<file path="src/rtl/serial_adder_pkg.sv">
// Shared types and sizing helpers for the bit-serial adder.
package serial_adder_pkg;

    typedef enum logic [1:0] {
        IDLE = 2'd0,
        RUN  = 2'd1,
        DONE = 2'd2
    } state_t;

    // Bit counter width; never narrower than one bit.
    function automatic int cnt_width(input int n);
        return ($clog2(n) < 1) ? 1 : $clog2(n);
    endfunction

endpackage

</file>
<file path="src/rtl/full_adder.sv">
// Gate-level 1-bit full adder cell.
module full_adder (
    input  logic a,
    input  logic b,
    input  logic cin,
    output logic s,
    output logic cout
);

    logic axb;

    assign axb  = a ^ b;
    assign s    = axb ^ cin;
    assign cout = (a & b) | (cin & axb);

endmodule

</file>
<file path="src/rtl/serial_adder.sv">
// Bit-serial N-bit adder: operands shift LSB-first through one full adder cell.
// Optional two's-complement overflow output enabled by SERIAL_ADDER_OVERFLOW_EN.
module serial_adder
    import serial_adder_pkg::*;
#(
    parameter int N = 8
) (
    input  logic         i_clk,
    input  logic         i_reset,
    input  logic         i_start,
    input  logic [N-1:0] i_a,
    input  logic [N-1:0] i_b,
    input  logic         i_carry_in,
    output logic         o_busy,
    output logic         o_done,
    output logic [N-1:0] o_s,
    output logic         o_carry_out
`ifdef SERIAL_ADDER_OVERFLOW_EN
    ,
    output logic         o_overflow
`endif
);

    localparam int CNT_W = cnt_width(N);

    state_t           state, state_next;
    logic [N-1:0]     a_sr, b_sr;
    logic [N-2:0]     sum_sr;
    logic [N-1:0]     sum_next;
    logic             carry_q;
    logic [CNT_W-1:0] bit_cnt;
    logic             fa_s, fa_co;
    logic             accept, last_bit;
`ifdef SERIAL_ADDER_OVERFLOW_EN
    logic             msb_cin_q;
`endif

    full_adder u_fa (
        .a    (a_sr[0]),
        .b    (b_sr[0]),
        .cin  (carry_q),
        .s    (fa_s),
        .cout (fa_co)
    );

    assign accept   = i_start && ((state == IDLE) || (state == DONE));
    assign last_bit = (state == RUN) && (bit_cnt == CNT_W'(N - 1));
    // Only N-1 sum bits need storing; the final bit comes straight from the cell.
    assign sum_next = {fa_s, sum_sr};
    assign o_busy   = (state == RUN);
    assign o_done   = (state == DONE);

    always_comb begin
        state_next = state;
        case (state)
            IDLE:    state_next = i_start ? RUN : IDLE;
            RUN:     state_next = last_bit ? DONE : RUN;
            DONE:    state_next = i_start ? RUN : IDLE;
            default: state_next = IDLE;
        endcase
    end

    always_ff @(posedge i_clk) begin
        if (i_reset) begin
            state       <= IDLE;
            a_sr        <= '0;
            b_sr        <= '0;
            sum_sr      <= '0;
            carry_q     <= 1'b0;
            bit_cnt     <= '0;
            o_s         <= '0;
            o_carry_out <= 1'b0;
`ifdef SERIAL_ADDER_OVERFLOW_EN
            msb_cin_q   <= 1'b0;
`endif
        end else begin
            state <= state_next;
            if (accept) begin
                a_sr    <= i_a;
                b_sr    <= i_b;
                carry_q <= i_carry_in;
                bit_cnt <= '0;
            end else if (state == RUN) begin
                a_sr    <= a_sr >> 1;
                b_sr    <= b_sr >> 1;
                sum_sr  <= sum_next[N-1:1];
                carry_q <= fa_co;
                bit_cnt <= bit_cnt + 1'b1;
                if (last_bit) begin
                    o_s         <= sum_next;
                    o_carry_out <= fa_co;
`ifdef SERIAL_ADDER_OVERFLOW_EN
                    msb_cin_q   <= carry_q;
`endif
                end
            end
        end
    end

`ifdef SERIAL_ADDER_OVERFLOW_EN
    assign o_overflow = msb_cin_q ^ o_carry_out;
`endif

endmodule
</file>
<file path="config.mk">
export PLATFORM = sky130hd
export DESIGN_NAME = serial_adder
export DESIGN_NICKNAME = d
export VERILOG_FILES = /design/src/rtl/serial_adder_pkg.sv /design/src/rtl/full_adder.sv /design/src/rtl/serial_adder.sv
export SDC_FILE = /design/constraint.sdc
export NUM_CORES = 1
export LEC_CHECK = 0
export BUFFER_PORTS_ARGS = -buffer_cell sky130_fd_sc_hd__buf_4
export CAP_MARGIN = 30
export CORE_UTILIZATION = 54
export CTS_CLUSTER_DIAMETER = 200
export DETAILED_ROUTE_END_ITERATION = 10
export HOLD_SLACK_MARGIN = 0.15
export PLACE_DENSITY = 0.79
export SYNTH_ARGS = -nofsm -noshare
export SYNTH_HDL_FRONTEND = slang
export SYNTH_HIERARCHICAL = 1
export SYNTH_SLANG_ARGS = --single-unit
</file>
<file path="constraint.sdc">
create_clock -name i_clk -period 2.25 [get_ports i_clk]
set_input_delay 0.3375 -clock i_clk [delete_from_list [all_inputs] [get_ports i_clk]]
set_output_delay 0.3375 -clock i_clk [all_outputs]
set_load 0.02 [all_outputs]
</file>
==> impl_metrics.ini <==
[status]
status = complete, no violations

[routing]
route.antenna.remaining_nets = 0
vias = 1299
drcViolationCount = 0
viasPerCell = 5.55
drt_pass1_iterations = 4
drt-wirelength-per-cell_um = 13.3
wl_mm = 3.10
drt_iter0_drc = 15

[worst_hold_path]
worst_hold_path_type = in2reg

[clock_tree]
cts.htree.levels = 2
worst_skew_pair.late_latency_ps = 340
clock_path_buffers = 2
post-cts-setup-buffer-count = 0
hold_buffers = 0
clock_tree_from_tritoncts = yes
cts_buffers = 5
clkSlewWorstSetupHoldPaths_ps = 110
cell_at_the_root_of_the_clock_tree = sky130_fd_sc_hd__clkbuf_4
cts_resized = 0
clock_sinks = 38

[synth]
ys_async_sr_fraction_pct = 0
synth_largest_type_area_fraction_pct = 49.5
yosys.cell_count.top_type = sky130_fd_sc_hd__nand2_1
synthesis.area_per_instance_um2 = 8.63
netlist_area_um2 = 1540
yosys-top-cells-count = sky130_fd_sc_hd__nand2_1, sky130_fd_sc_hd__dfxtp_1, sky130_fd_sc_hd__a21oi_1, sky130_fd_sc_hd__nand3_1, sky130_fd_sc_hd__nor3_1
yosysWarnings = 6
post_synth_num_cell_types = 24
synth_cells = 178
synth.net_count = 201
netlist_top_cells_area = sky130_fd_sc_hd__dfxtp_1, sky130_fd_sc_hd__nand2_1, sky130_fd_sc_hd__a21oi_1
sequential_area_share_after_synthesis_pct = 49.5
yosys_register_bits = 38
synth_edf_count = 0
post-synth-top-area-cell = sky130_fd_sc_hd__dfxtp_1
main_flop_type_after_synthesis = sky130_fd_sc_hd__dfxtp_1

[global_routing]
via_count_of_the_first_global_routing_pass = 1256
globalRouteOverflowTotal = 0
grt_use_total_pct = 21.9
grt_pass1_wl_mm = 5.33
grt_max_degree = 39
antenna_found_initial = 0
grt.busiest_layer = met2
met1_usage_pct = 25.9
grt_util_met2_pct = 37.5
grt_use_met3_pct = 5.85

[setup_path]
worst_endpoint_required_time_ps = 1910
critical_path.slowest_cell = sky130_fd_sc_hd__dfxtp_1
path_buf_inv = 2
arrival_time_at_the_worst_endpoint_ps = 1360
timing.reg2reg.setup_slack_ps = 660
path_class = reg2out
endpoint_kind = output port
slowest_stage_delay_cp_ps = 410
crit_path_cell_trace = nand2b_1, inv_6, buf_4
critical_path.top_delay_family = buffers and inverters
worstPathMaxFanout = 36
startpoint_type = flop

[sta]
unrepaired_setup_endpoints_after_global_routing = no
hold_violation_count_in_the_final_report = 0
fmaxAchievable_mhz = 591
post-route-period-util_pct = 75.2
timing.clock.skew_ps = 11.4
tns_ps = 0
maxSlewHeadroom_pct = 74.7
period_needed_ps = 1690
setup-violations-final = 0
postLayoutSetupSlackWorst_ps = 557
slew_violations = 0
actual_transition_at_the_worst_max_transition_pin_ps = 379

[floorplan]
die_y_um = 55.3
core-area_um2 = 2590
floorplan.die.width_um = 55.3
die_area_um2 = 3060
floorplan.rows = 18
initial_utilization_pct = 59.3
top_level_ports = 31

[placed_design]
buffer_ports.inserted = 30
dp_hpwl_mm = 2.09
area_of_placed_instances_um2 = 1740
place_worst_setup_slack_ps = 683
routability_congestion = 0.804

[power_and_ir_drop]
p_comb_share_pct = 12.5
sequentialPowerShare_pct = 58.1
intPower_uw = 924
p_sw_uw = 324
totalPowerFinal_mw = 1.25
clock_power_share_pct = 29.4
vdd_ir_drop_max_mv = 0.583
p_sw_share_pct = 25.9
static_leakage_nw = 0.691
power.density_nw_per_um2 = 695

[cells_and_area]
final-seq-area_um2 = 761
antenna_cells_inserted = 0
multiInputGateArea_um2 = 681
design_area_um2 = 1800
design.final.nets = 226
n_fill_cell = 216
final_layout_size_suffix_gt1_share_pct = 22.5
synthToLayoutAreaGrowth_pct = 16.9

[run]
max-cap-violations = 0
==> final timing paths <==
kind	start	endpoint	cells past startpoint
worst max-delay path	state[0]$_SDFF_PP0_	o_busy	3
worst min-delay path	i_a[7]	a_sr[7]$_SDFFE_PP0P_	3
worst max register to register	bit_cnt[0]$_SDFFE_PP0P_	o_carry_out$_SDFFE_PP0P_	5
worst min register to register	o_s[0]$_SDFFE_PP0P_	o_s[0]$_SDFFE_PP0P_	2
==> metal layers <==
metal	part of all wire (%)	wire length, µm
met4	1.2	36
met2	50	1540
met1	46	1420
met3	3.5	110
met5	0	0
==> power by group through the flow <==
stage	combinational [mW]	clock (mW)	sequential [mW]
after floorplan	0.120	0	0.735
after global placement	0.152	0	0.739
after detailed placement	0.158	0	0.740
after CTS	0.158	0.373	0.725
after global routing	0.173	0.399	0.729
final	0.156	0.367	0.725
==> metrics by stage <==
| stage | hold WS (ps) | utilization (%) | instances |
|---|---|---|---|
| 4_1_cts | 243 | 69.3 | 234 |
| 2_1_floorplan | 437 | - | 178 |
| 3_3_place_gp | 448 | 67.0 | 226 |
| 6_report | 255 | 69.3 | 234 |
| 3_5_place_dp | 451 | 67.0 | 226 |
| 5_1_grt | 246 | 69.3 | 234 |
==> sequential cells by signal, summed over array words and instances, names as in the netlist <==
register     cells
carry_q          1
o_carry_out      1
b_sr             8
sum_sr           7
bit_cnt          3
o_s              8
state            2
a_sr             8
==> layout make-up <==
cell class	count	area share (%)
clock inverters	1	0.279
inverters	1	0.488
multi-input cells	124	37.9
repair buffers	33	13.8
well taps	30	2.09
flip-flops and latches	38	42.4
clock buffers	7	3.07
==> cell families (layout without fill, tap and decap cells) <==
family                   after synthesis  count (layout)  synth area share (%)
flip-flops                            38              38                  49.5
multiplexers                           3               3                  1.95
adder cells (fa/ha/maj)                3               3                  2.93
XOR/XNOR                               1               1                 0.570
buffers and inverters                 16              42                  6.19
AND/OR/NAND/NOR                       82              82                  23.2
AO/OA/AOI/OAI                         35              35                  15.6
==> layout by cell type (no fill, tap or decap) <==
master                      n
sky130_fd_sc_hd__clkbuf_1   1
sky130_fd_sc_hd__nor3_1    12
sky130_fd_sc_hd__fa_1       1
sky130_fd_sc_hd__a311oi_1   6
sky130_fd_sc_hd__nor2_1    11
sky130_fd_sc_hd__dfxtp_1   38
sky130_fd_sc_hd__clkbuf_8   1
sky130_fd_sc_hd__a22oi_1    2
sky130_fd_sc_hd__o22ai_1    4
sky130_fd_sc_hd__nor2b_1    2
sky130_fd_sc_hd__buf_4     33
sky130_fd_sc_hd__inv_6      1
sky130_fd_sc_hd__clkbuf_4   5
sky130_fd_sc_hd__mux2i_1    3
sky130_fd_sc_hd__o21a_1     1
sky130_fd_sc_hd__nand2_1   40
sky130_fd_sc_hd__ha_1       2
sky130_fd_sc_hd__nand2b_1   2
sky130_fd_sc_hd__xnor2_1    1
sky130_fd_sc_hd__a311oi_2   3
sky130_fd_sc_hd__nand3_1   12
sky130_fd_sc_hd__a21oi_1   19
sky130_fd_sc_hd__clkinv_2   1
sky130_fd_sc_hd__nand2_2    2
sky130_fd_sc_hd__nand3b_1   1
==> worst reg2reg max path, cell delays in order, from the launching register on <==
cell	delay, ps
sky130_fd_sc_hd__dfxtp_1	360
sky130_fd_sc_hd__ha_1	170
sky130_fd_sc_hd__ha_1	360
sky130_fd_sc_hd__nand3b_1	350
sky130_fd_sc_hd__nand2_1	170
sky130_fd_sc_hd__a21oi_1	70
Note: power is estimated with default switching activity, not from simulation.
